[src/rtl/sound_scheduler.sv]
// Sound request scheduler: arbitrates per-source request pulses into a small FIFO and
// drives the audio player start/done/abort handshake. Optional macro SOUND_SCHED_DEDUP_EN
// discards non-priority requests that repeat the FIFO tail id or the id playing now.
module sound_scheduler #(
  parameter int unsigned NUM_SRC        = 3,
  parameter int unsigned QUEUE_DEPTH    = 4,
  parameter int unsigned TIMEOUT_FRAMES = 90,
  parameter logic [15:0] PRIO_MASK      = 16'h0006
) (
  input  logic                           clk,
  input  logic                           resetN,
  input  logic                           startOfFrame,
  input  logic [NUM_SRC-1:0]             req_valid,
  input  logic [4*NUM_SRC-1:0]           req_id,
  input  logic                           snd_done,
  output logic                           snd_start,
  output logic [3:0]                     snd_id,
  output logic                           snd_abort,
  output logic                           busy,
  output logic [$clog2(QUEUE_DEPTH):0]   queue_count,
  output logic [7:0]                     drop_cnt
);

  localparam int unsigned PTR_W = $clog2(QUEUE_DEPTH);
  localparam int unsigned CNT_W = PTR_W + 1;
  localparam int unsigned WD_W  = $clog2(TIMEOUT_FRAMES + 1);
  localparam int unsigned NS_W  = $clog2(NUM_SRC + 1);

  typedef enum logic [1:0] {IDLE = 2'd0, PLAYING = 2'd1, ABORT = 2'd2} state_e;

  state_e           state_q, state_d;
  logic [3:0]       fifo_q [QUEUE_DEPTH];
  logic [PTR_W-1:0] rd_q, rd_d, wr_q, wr_d, waddr;
  logic [CNT_W-1:0] count_q, cnt_d;
  logic [WD_W-1:0]  wd_q, wd_d;
  logic [7:0]       drop_q, drop_d;
  logic [8:0]       drop_sum;
  logic             snd_start_q, start_d, snd_abort_q, abort_d, busy_q, busy_d;
  logic [3:0]       snd_id_q, id_d;
  logic             acc_valid, acc_prio, dup, pop, we, ovf, wd_fire;
  logic [3:0]       acc_id;
  logic [NS_W-1:0]  nz_cnt, others;

  // Pick one request per cycle: first priority id wins, else lowest index.
  always_comb begin
    acc_valid = 1'b0;
    acc_prio  = 1'b0;
    acc_id    = 4'd0;
    nz_cnt    = '0;
    for (int i = 0; i < NUM_SRC; i++) begin
      if (req_valid[i] && (req_id[4*i +: 4] != 4'd0)) begin
        nz_cnt = nz_cnt + NS_W'(1);
        if (PRIO_MASK[req_id[4*i +: 4]] && !acc_prio) begin
          acc_valid = 1'b1;
          acc_prio  = 1'b1;
          acc_id    = req_id[4*i +: 4];
        end else if (!acc_valid) begin
          acc_valid = 1'b1;
          acc_id    = req_id[4*i +: 4];
        end
      end
    end
    others = nz_cnt - NS_W'(acc_valid);
  end

`ifdef SOUND_SCHED_DEDUP_EN
  assign dup = ((count_q != '0) && (acc_id == fifo_q[wr_q - PTR_W'(1)])) ||
               ((state_q == PLAYING) && (acc_id == snd_id_q));
`else
  assign dup = 1'b0;
`endif

  // Hold off issuing while an abort pulse is on the wire so the player sees a gap.
  assign pop     = (state_q == IDLE) && (count_q != '0) && !snd_abort_q;
  assign wd_fire = (state_q == PLAYING) && startOfFrame &&
                   (wd_q == WD_W'(TIMEOUT_FRAMES - 1));

  // FIFO pointer/count update; a priority accept replaces the whole queue.
  always_comb begin
    rd_d  = rd_q;
    wr_d  = wr_q;
    cnt_d = count_q;
    waddr = wr_q;
    we    = 1'b0;
    ovf   = 1'b0;
    if (pop) begin
      rd_d  = rd_q + PTR_W'(1);
      cnt_d = count_q - CNT_W'(1);
    end
    if (acc_valid && acc_prio) begin
      rd_d  = '0;
      wr_d  = PTR_W'(1);
      cnt_d = CNT_W'(1);
      waddr = '0;
      we    = 1'b1;
    end else if (acc_valid && !dup) begin
      if (cnt_d == CNT_W'(QUEUE_DEPTH)) begin
        ovf = 1'b1;
      end else begin
        wr_d  = wr_q + PTR_W'(1);
        cnt_d = cnt_d + CNT_W'(1);
        we    = 1'b1;
      end
    end
  end

  always_comb begin
    wd_d = '0;
    if (state_q == PLAYING) wd_d = startOfFrame ? wd_q + WD_W'(1) : wd_q;
    drop_sum = {1'b0, drop_q} + 9'(others) + 9'(ovf);
    drop_d   = drop_sum[8] ? 8'hFF : drop_sum[7:0];
  end

  always_ff @(posedge clk or negedge resetN) begin
    if (!resetN) state_q <= IDLE;
    else         state_q <= state_d;
  end

  // Next state: done beats priority preemption, which beats the watchdog.
  always_comb begin
    state_d = state_q;
    case (state_q)
      IDLE:    if (pop) state_d = PLAYING;
      PLAYING: begin
        if (snd_done)                   state_d = IDLE;
        else if (acc_valid && acc_prio) state_d = ABORT;
        else if (wd_fire)               state_d = IDLE;
      end
      ABORT:   state_d = IDLE;
      default: state_d = IDLE;
    endcase
  end

  always_comb begin
    start_d = pop;
    id_d    = pop ? fifo_q[rd_q] : snd_id_q;
    abort_d = (state_q == ABORT) ||
              ((state_q == PLAYING) && !snd_done && !(acc_valid && acc_prio) && wd_fire);
    busy_d  = (state_d != IDLE);
  end

  always_ff @(posedge clk or negedge resetN) begin
    if (!resetN) begin
      fifo_q      <= '{default: '0};
      rd_q        <= '0;
      wr_q        <= '0;
      count_q     <= '0;
      wd_q        <= '0;
      drop_q      <= '0;
      snd_start_q <= 1'b0;
      snd_id_q    <= 4'd0;
      snd_abort_q <= 1'b0;
      busy_q      <= 1'b0;
    end else begin
      if (we) fifo_q[waddr] <= acc_id;
      rd_q        <= rd_d;
      wr_q        <= wr_d;
      count_q     <= cnt_d;
      wd_q        <= wd_d;
      drop_q      <= drop_d;
      snd_start_q <= start_d;
      snd_id_q    <= id_d;
      snd_abort_q <= abort_d;
      busy_q      <= busy_d;
    end
  end

  assign snd_start   = snd_start_q;
  assign snd_id      = snd_id_q;
  assign snd_abort   = snd_abort_q;
  assign busy        = busy_q;
  assign queue_count = count_q;
  assign drop_cnt    = drop_q;

endmodule

[config.mk]
export PLATFORM = sky130hd
export DESIGN_NAME = sound_scheduler
export DESIGN_NICKNAME = d
export VERILOG_FILES = /design/src/rtl/sound_scheduler.sv
export SDC_FILE = /design/constraint.sdc
export NUM_CORES = 1
export LEC_CHECK = 0
export CORE_MARGIN = 4
export CORE_UTILIZATION = 38
export DETAILED_ROUTE_END_ITERATION = 12
export GPL_TIMING_DRIVEN = 0
export SLEW_MARGIN = 20
export SYNTH_ARGS = -nofsm -noshare
export SYNTH_HDL_FRONTEND = slang
export SYNTH_SLANG_ARGS = --single-unit
[constraint.sdc]
create_clock -name clk -period 6.8 [get_ports clk]
set_input_delay 1.36 -clock clk [delete_from_list [all_inputs] [get_ports clk]]
set_output_delay 1.36 -clock clk [all_outputs]
set_load 0.1 [all_outputs]
==> results.tsv, run 1 <==
stage	metric	value	unit
yosys	synthesized_nets	284	
cts	ctsResizeCount	0	
critical_path	critical_path.reg2reg.startpoint	queue_count[0]$_DFF_PN0_	
timing	finalClockSkew	0.01253	ns
cts	clock_latency_reported_for_the_late_side_of_the_worst_skew_pair	0.30	ns
critical_path	largest_incremental_delay_on_the_critical_path	0.47	ns
placement	dp_hpwl	3.854	mm
yosys	synthAdderAreaFrac	0.07538	
critical_path	critPathTopFamily	simple AND/OR/NAND/NOR gates	
drt	routed_via_density	4.923	
placement	cell_area_reported_after_detailed_placement	0.003174	mm²
drt	drt-pass1-iter-count	4	
drt	drcViolationCount	0	
placement	numPortBuffers	35	
yosys	post_synth_xor_area_fraction	0.04886	
grt	overflow	0	
critical_path	crit_required	7.03	ns
cts	cts_root_buf	sky130_fd_sc_hd__clkbuf_8	
yosys	synth_ff_type	sky130_fd_sc_hd__dfrtp_1	
critical_path	worstSetupPathType	in2reg	
timing	hold_ws	0.4911	ns
floorplan	io_pins	37	
layout	layout_overhead_on_the_synthesized_area	21.31	%
floorplan	design.core.area	0.006832	mm²
min_path	hold_path.startpoint	snd_id[0]$_DFFE_PN0P_	
drt	vias	1920	
cts	tritoncts_clock_tree	yes	
yosys	mappedNetlistArea	0.002689	mm²
grt	grt.total_usage	0.1246	
cts	postCtsSetupBuffers	0	
status	outcome	completed	
drt	initialDrtViolationCount	62	
critical_path	path_buf_inv	5	
timing	max_clk_rate	220.2	MHz
pwr	power.density	506.6	mW/mm²
cts	cts.hold.buffers_added	0	
yosys	post_synth_num_cell_types	53	
critical_path	endpoint_of_the_worst_register_to_register_path	drop_cnt[1]$_DFF_PN0_	
grt	maximum_number_of_pins_on_one_net_before_global_route_repair	31	
layout	mostFrequentLayoutCell	sky130_fd_sc_hd__dfrtp_1	
pwr	cellLeakagePower	1.493	nW
cts	ctsLongestPathBuffers	2	
yosys	combinational_family_with_the_most_area_after_synthesis	simple AND/OR/NAND/NOR gates	
yosys	synthSimpleGateAreaFrac	0.1754	
floorplan	die_area	0.008486	mm²
placement	post-place-cells	382	
yosys	yosysWarningCount	0	
timing	period_minus_slack	4.541	ns
timing	min_period_over_period	0.6678	
cts	cts.sinks	47	
timing	setup_repair_after_global_routing_missed_its_margin	no	
timing	maxSlewViolCount	0	
grt	antenna_violations_before_repair	0	
timing	fin_setup_tns	0	ns
yosys	synth.area.mux_share	0.1191	
floorplan	die_h	92.12	µm
placement	routabilityCongestion	0.8040	
yosys	synthArstFlopShare	1.000	
layout	final_area	0.003262	mm²
yosys	post_synth_edffs	0	
timing	timing.slew.headroom	0.3487	
timing	hold_viol_final	0	
layout	fin_nets	327	
min_path	hp-class	reg2reg	
critical_path	critical_path.endpoint_type	register	
critical_path	timing.reg2reg.setup_slack	2.86	ns
layout	share_of_layout_cells_above_drive_strength_1	0.1156	
layout	final_cell_mix	47 x sky130_fd_sc_hd__dfrtp_1, 34 x sky130_fd_sc_hd__clkdlybuf4s50_1, 28 x sky130_fd_sc_hd__inv_1	
drt	wl_per_cell	12.63	µm
layout	insertedDiodeCount	0	
cts	numCtsBuffers	5	
critical_path	critical_path_cell_by_cell	clkdlybuf4s50_1, inv_1, ha_1, or3b_2, and2_1, inv_1, ha_1, nor2b_4, inv_4, ha_1, fa_1, inv_1, fa_1, and3_1, nand3_1, nand2b_1	
yosys	seq_area_frac_synth	0.4374	
layout	final-instance-count-excl-fill	390	
timing	setup-violations-final	0	
run	max_cap_violations	0	
grt	global_route_wire_length_before_repair	8.493	mm
critical_path	startpoint_type	primary input	
yosys	synth_compound_gate_area_share	0.09493	
floorplan	initial_core_utilization	0.3936	
cts	clkTransAtPathRegs	0.10	ns
timing	max_slew.worst_pin.slew	0.9740	ns
min_path	whs_endpoint	snd_id[0]$_DFFE_PN0P_	
critical_path	timing.reg2reg.worst_path_depth	16	
min_path	worst_hold_depth	2	
pwr	vdd.ir_drop.worst	289.9	µV
yosys	postSynthCellCount	250	
critical_path	crit_fanout	8	
grt	first_global_vias	1817	
floorplan	core.rowCount	30	
critical_path	cp_max_stage_cell	sky130_fd_sc_hd__or3b_2	
floorplan	fp.dieW	92.12	µm
cts	cts-htree-levels	2	
drt	finalWirelength	4.927	mm
drt	route.antenna.remaining_nets	0	
yosys	synth-seq-cells	47	
yosys	syn_avg_cell_area	10.76	µm²
critical_path	critical_path_arrival	4.77	ns
-- per-layer routing --
layer	wire, µm	vias to the layer above	track usage
met5	0	-	0
met2	2317	45	0.2013
li1	-	947	-
met4	53	0	0.03342
met1	2334	924	0.1661
met3	221	4	0.03199
-- how the worst max path moves through the flow --
stage                    from               endpoint  depth (start not counted)
finish              req_id[4]  drop_cnt[1]$_DFF_PN0_                         16
floorplan           req_id[4]  drop_cnt[6]$_DFF_PN0_                         16
global placement    req_id[4]  drop_cnt[6]$_DFF_PN0_                         17
CTS                 req_id[4]  drop_cnt[1]$_DFF_PN0_                         16
detailed placement  req_id[4]  drop_cnt[6]$_DFF_PN0_                         17
global route        req_id[4]  drop_cnt[1]$_DFF_PN0_                         16
-- metrics by stage --
| step | util | setup WS (ns) | total power (W) |
|---|---|---|---|
| floorplan | - | 2.548 | 0.001276 |
| global placement | 0.4625 | 1.960 | 0.001485 |
| detailed placement | 0.4647 | 1.926 | 0.001496 |
| CTS | 0.4775 | 2.228 | 0.001672 |
| global route | 0.4775 | 1.949 | 0.001769 |
| finish | 0.4775 | 2.259 | 0.001652 |
-- cell families after synthesis --
group                    after synthesis
multiplexers                          25
buffers and inverters                 34
AND/OR/NAND/NOR                       81
AO/OA/AOI/OAI                         33
adder cells (fa/ha/maj)               15
flip-flops                            47
XOR/XNOR                              15
-- state kept, by name, indices dropped and copies added, names as in the netlist, 2 cells and up --
signal / flops
drop_cnt: 8
fifo_q: 16
queue_count: 3
rd_q: 2
snd_id: 4
state_q: 2
wd_q: 7
wr_q: 2
-- cell type report --
| class | count | area, µm² |
|---|---|---|
| Inverter | 30 | 115.1 |
| Buffer | 4 | 16.27 |
| Multi-Input combinational cell | 169 | 1381 |
| Tap cell | 96 | 120.1 |
| Clock buffer | 5 | 68.82 |
| Clock inverter | 3 | 18.77 |
| Fill cell | 679 | 3570 |
| Timing Repair Buffer | 36 | 365.4 |
| Sequential cell | 47 | 1176 |
-- cell usage after synthesis, types with 2 or more instances --
library cell	count	area, µm²
sky130_fd_sc_hd__dfrtp_1	47	1176
sky130_fd_sc_hd__and2_1	5	31.28
sky130_fd_sc_hd__xnor2_1	8	70.07
sky130_fd_sc_hd__o32ai_1	3	26.28
sky130_fd_sc_hd__xor2_1	7	61.31
sky130_fd_sc_hd__fa_1	2	40.04
sky130_fd_sc_hd__nor3b_1	2	15.01
sky130_fd_sc_hd__mux2_4	2	30.03
sky130_fd_sc_hd__or3b_1	3	26.28
sky130_fd_sc_hd__mux4_2	4	90.09
sky130_fd_sc_hd__a21oi_1	3	15.01
sky130_fd_sc_hd__nand2_1	21	78.83
sky130_fd_sc_hd__a21o_1	2	15.01
sky130_fd_sc_hd__nand4_1	2	12.51
sky130_fd_sc_hd__nand3_1	7	35.03
sky130_fd_sc_hd__o21ai_0	8	40.04
sky130_fd_sc_hd__ha_1	13	162.7
sky130_fd_sc_hd__nor3_1	5	25.02
sky130_fd_sc_hd__clkbuf_1	3	11.26
sky130_fd_sc_hd__a31oi_1	4	25.02
sky130_fd_sc_hd__o31ai_1	2	15.01
sky130_fd_sc_hd__nand2b_1	2	12.51
sky130_fd_sc_hd__nor2_1	16	60.06
sky130_fd_sc_hd__and3_1	3	18.77
sky130_fd_sc_hd__nor4b_1	2	17.52
sky130_fd_sc_hd__nor2b_1	3	18.77
sky130_fd_sc_hd__mux2_2	7	78.83
sky130_fd_sc_hd__inv_1	28	105.1
sky130_fd_sc_hd__mux2i_1	11	110.1
sky130_fd_sc_hd__a22oi_1	2	15.01
-- report_power, final --
| part | internal, W | switching (W) |
|---|---|---|
| clock network | 0.0000726 | 0.0000985 |
| logic | 0.000341 | 0.000651 |
| registers | 0.000401 | 0.0000885 |
| total | 0.000814 | 0.000838 |
-- worst min-delay path: cells and delay by family, from the launching register on --
kind	cells	cell delay, ns
flops	1	0.36
compound gates	1	0.06
simple gates	1	0.05
Power figures use the tool's default switching activity.
==> run 2, diff against run 1 <==
- clock period: 6.8 -> 4.43 ns (I/O delays scaled with it)
==> run 2 against run 1 <==
Power grew 54%. Register-to-register slack got worse by 2.1 ns. Clock power increased by 53%. Critical path type unchanged. Core utilization rose by 0.055 points. Global-route usage did not move. Largest power group unchanged. Combinational power rose by 54%. Largest cell class unchanged. Sequential power up 53%. First-iteration DRC count rose by 11%. Critical path depth unchanged. Via count grew 0.21%. Clock-buffer cell count did not move. Critical endpoint unchanged. Cell count is the same.
==> results.tsv, run 2 (synthesis gave the netlist of run 1 again) <==
stage	metric	value	unit	change
status	outcome	completed		
drt	routed_via_density	4.933		+0.21%
timing	maxSlewViolCount	0		unchanged
layout	final_area	0.003266	mm²	+0.11%
layout	mostFrequentLayoutCell	sky130_fd_sc_hd__dfrtp_1		
timing	max_slew.worst_pin.slew	0.9743	ns	+0.0003840 ns
cts	cts.sinks	47		unchanged
layout	insertedDiodeCount	0		unchanged
critical_path	critical_path_cell_by_cell	clkdlybuf4s50_1, inv_1, ha_1, or3b_2, and2_1, inv_1, ha_1, nor2b_4, inv_4, ha_1, fa_1, inv_1, fa_1, and3_1, nand3_1, nand2b_1		
placement	dp_hpwl	3.854	mm	unchanged
timing	min_period_over_period	0.9180		
layout	layout_overhead_on_the_synthesized_area	21.45	%	
floorplan	die_h	92.12	µm	unchanged
timing	max_clk_rate	245.9	MHz	
cts	clock_latency_reported_for_the_late_side_of_the_worst_skew_pair	0.30	ns	about the same
timing	setup_repair_after_global_routing_missed_its_margin	no		
critical_path	critical_path.endpoint_type	register		
placement	numPortBuffers	35		unchanged
critical_path	critical_path_arrival	4.30	ns	-0.47 ns
drt	initialDrtViolationCount	69		+11%
layout	final_cell_mix	47 x sky130_fd_sc_hd__dfrtp_1, 34 x sky130_fd_sc_hd__clkdlybuf4s50_1, 28 x sky130_fd_sc_hd__inv_1		
cts	numCtsBuffers	5		unchanged
timing	finalClockSkew	0.009216	ns	-0.003317 ns
layout	fin_nets	327		unchanged
critical_path	cp_max_stage_cell	sky130_fd_sc_hd__or3b_2		
grt	global_route_wire_length_before_repair	8.493	mm	unchanged
timing	timing.slew.headroom	0.3484		about the same
drt	vias	1924		+0.21%
drt	finalWirelength	4.919	mm	-0.16%
cts	tritoncts_clock_tree	yes		
critical_path	largest_incremental_delay_on_the_critical_path	0.47	ns	about the same
timing	hold_viol_final	0		unchanged
floorplan	fp.dieW	92.12	µm	unchanged
floorplan	die_area	0.008486	mm²	unchanged
placement	post-place-cells	382		unchanged
timing	period_minus_slack	4.067	ns	
cts	cts.hold.buffers_added	0		unchanged
grt	first_global_vias	1817		unchanged
cts	ctsLongestPathBuffers	2		unchanged
floorplan	core.rowCount	30		unchanged
pwr	vdd.ir_drop.worst	445.0	µV	+53%
drt	drt-pass1-iter-count	4		unchanged
critical_path	startpoint_type	primary input		
cts	cts-htree-levels	2		unchanged
grt	grt.total_usage	0.1246		unchanged
layout	top_register	fifo_q		
critical_path	crit_required	4.66	ns	-2.37 ns
timing	fin_setup_tns	0	ns	unchanged
pwr	power	0.002539	W	+54%
placement	routabilityCongestion	0.8040		unchanged
floorplan	initial_core_utilization	0.3936		unchanged
layout	share_of_layout_cells_above_drive_strength_1	0.1190		+0.003401
grt	maximum_number_of_pins_on_one_net_before_global_route_repair	31		unchanged
drt	drcViolationCount	0		unchanged
cts	clkTransAtPathRegs	0.09	ns	about the same
cts	cts_root_buf	sky130_fd_sc_hd__clkbuf_8		
min_path	hp-class	reg2reg		
layout	final-instance-count-excl-fill	390		unchanged
pwr	cellLeakagePower	1.494	nW	about the same
placement	cell_area_reported_after_detailed_placement	0.003174	mm²	unchanged
grt	antenna_violations_before_repair	0		unchanged
pwr	power.density	777.6	mW/mm²	+53%
critical_path	worstSetupPathType	in2reg		
grt	overflow	0		unchanged
critical_path	crit_fanout	8		unchanged
run	max_cap_violations	0		unchanged
timing	hold_ws	0.4900	ns	-0.001069 ns
drt	wl_per_cell	12.61	µm	-0.16%
drt	route.antenna.remaining_nets	0		unchanged
floorplan	design.core.area	0.006832	mm²	unchanged
floorplan	io_pins	37		unchanged
timing	setup-violations-final	0		unchanged
layout	largest_register_ffs	16		unchanged
==> run 2: cell count changes in the layout (fill, tap and decap cells not counted) <==
cell                      before  now
sky130_fd_sc_hd__o21ai_1       1    0
sky130_fd_sc_hd__o21ai_2       0    1
==> run 2: path summary, 6_finish.rpt <==
kind	startpoint	endpoint	slack (ns)	cells past startpoint
min in group asynchronous	resetN	wd_q[2]$_DFFE_PN0P_	0.51	1
hold reg to reg	snd_id[0]$_DFFE_PN0P_	snd_id[0]$_DFFE_PN0P_	0.49	2
max in group asynchronous	resetN	fifo_q[9]$_DFFE_PN0P_	3.41	2
hold / removal	snd_id[0]$_DFFE_PN0P_	snd_id[0]$_DFFE_PN0P_	0.49	2
setup reg to reg	queue_count[0]$_DFF_PN0_	drop_cnt[1]$_DFF_PN0_	0.72	16
setup / recovery	req_id[4]	drop_cnt[1]$_DFF_PN0_	0.36	16
==> run 2: through the flow <==
stage	setup slack (ns)	util
final	0.3631	0.4780
after global routing	0.05288	0.4780
after CTS	0.3317	0.4775
after detailed placement	0.03025	0.4647
after global placement	0.06367	0.4625
after floorplan	0.5001	-
==> run 2: layout make-up <==
| class | count | area [µm²] |
|---|---|---|
| Clock inverter | 3 | 18.77 |
| Timing Repair Buffer | 36 | 365.4 |
| Inverter | 30 | 115.1 |
| Buffer | 4 | 16.27 |
| Fill cell | 680 | 3566 |
| Multi-Input combinational cell | 169 | 1385 |
| Clock buffer | 5 | 68.82 |
| Tap cell | 96 | 120.1 |
| Sequential cell | 47 | 1176 |
==> run 2: what timing repair did <==
| action | CTS | global route |
|---|---|---|
| setup buffers | 0 | 0 |
| endpoints found under the setup margin | 0 | 6 |
| gates resized for setup | 0 | 1 |
==> run 2: report_power, final <==
part,switching (W),internal [W]
sequential,0.000137,0.000616
clock,0.000150,0.000111
combinational,0.00100,0.000524
total,0.00129,0.00125
==> run 2: worst max-delay path, delay by kind of cell <==
family | cells | cell delay, ns
adder cells (fa/ha/maj) | 5 | 1.24
buffers and inverters | 5 | 0.69
AND/OR/NAND/NOR | 6 | 1.47
==> run 2: layer usage <==
layer / global-route usage / share of wire / vias to the layer above
met5: 0 / 0 / -
met4: 0.03342 / 0.011 / 0
met3: 0.03199 / 0.041 / 4
met2: 0.2013 / 0.47 / 43
met1: 0.1661 / 0.48 / 927
li1: - / - / 950
==> run 3, diff against run 2 <==
- SKIP_CTS_REPAIR_TIMING: unset -> 1
==> results of run 3 <==
The final DEF is identical to that of run 2; final timing and power are the same.
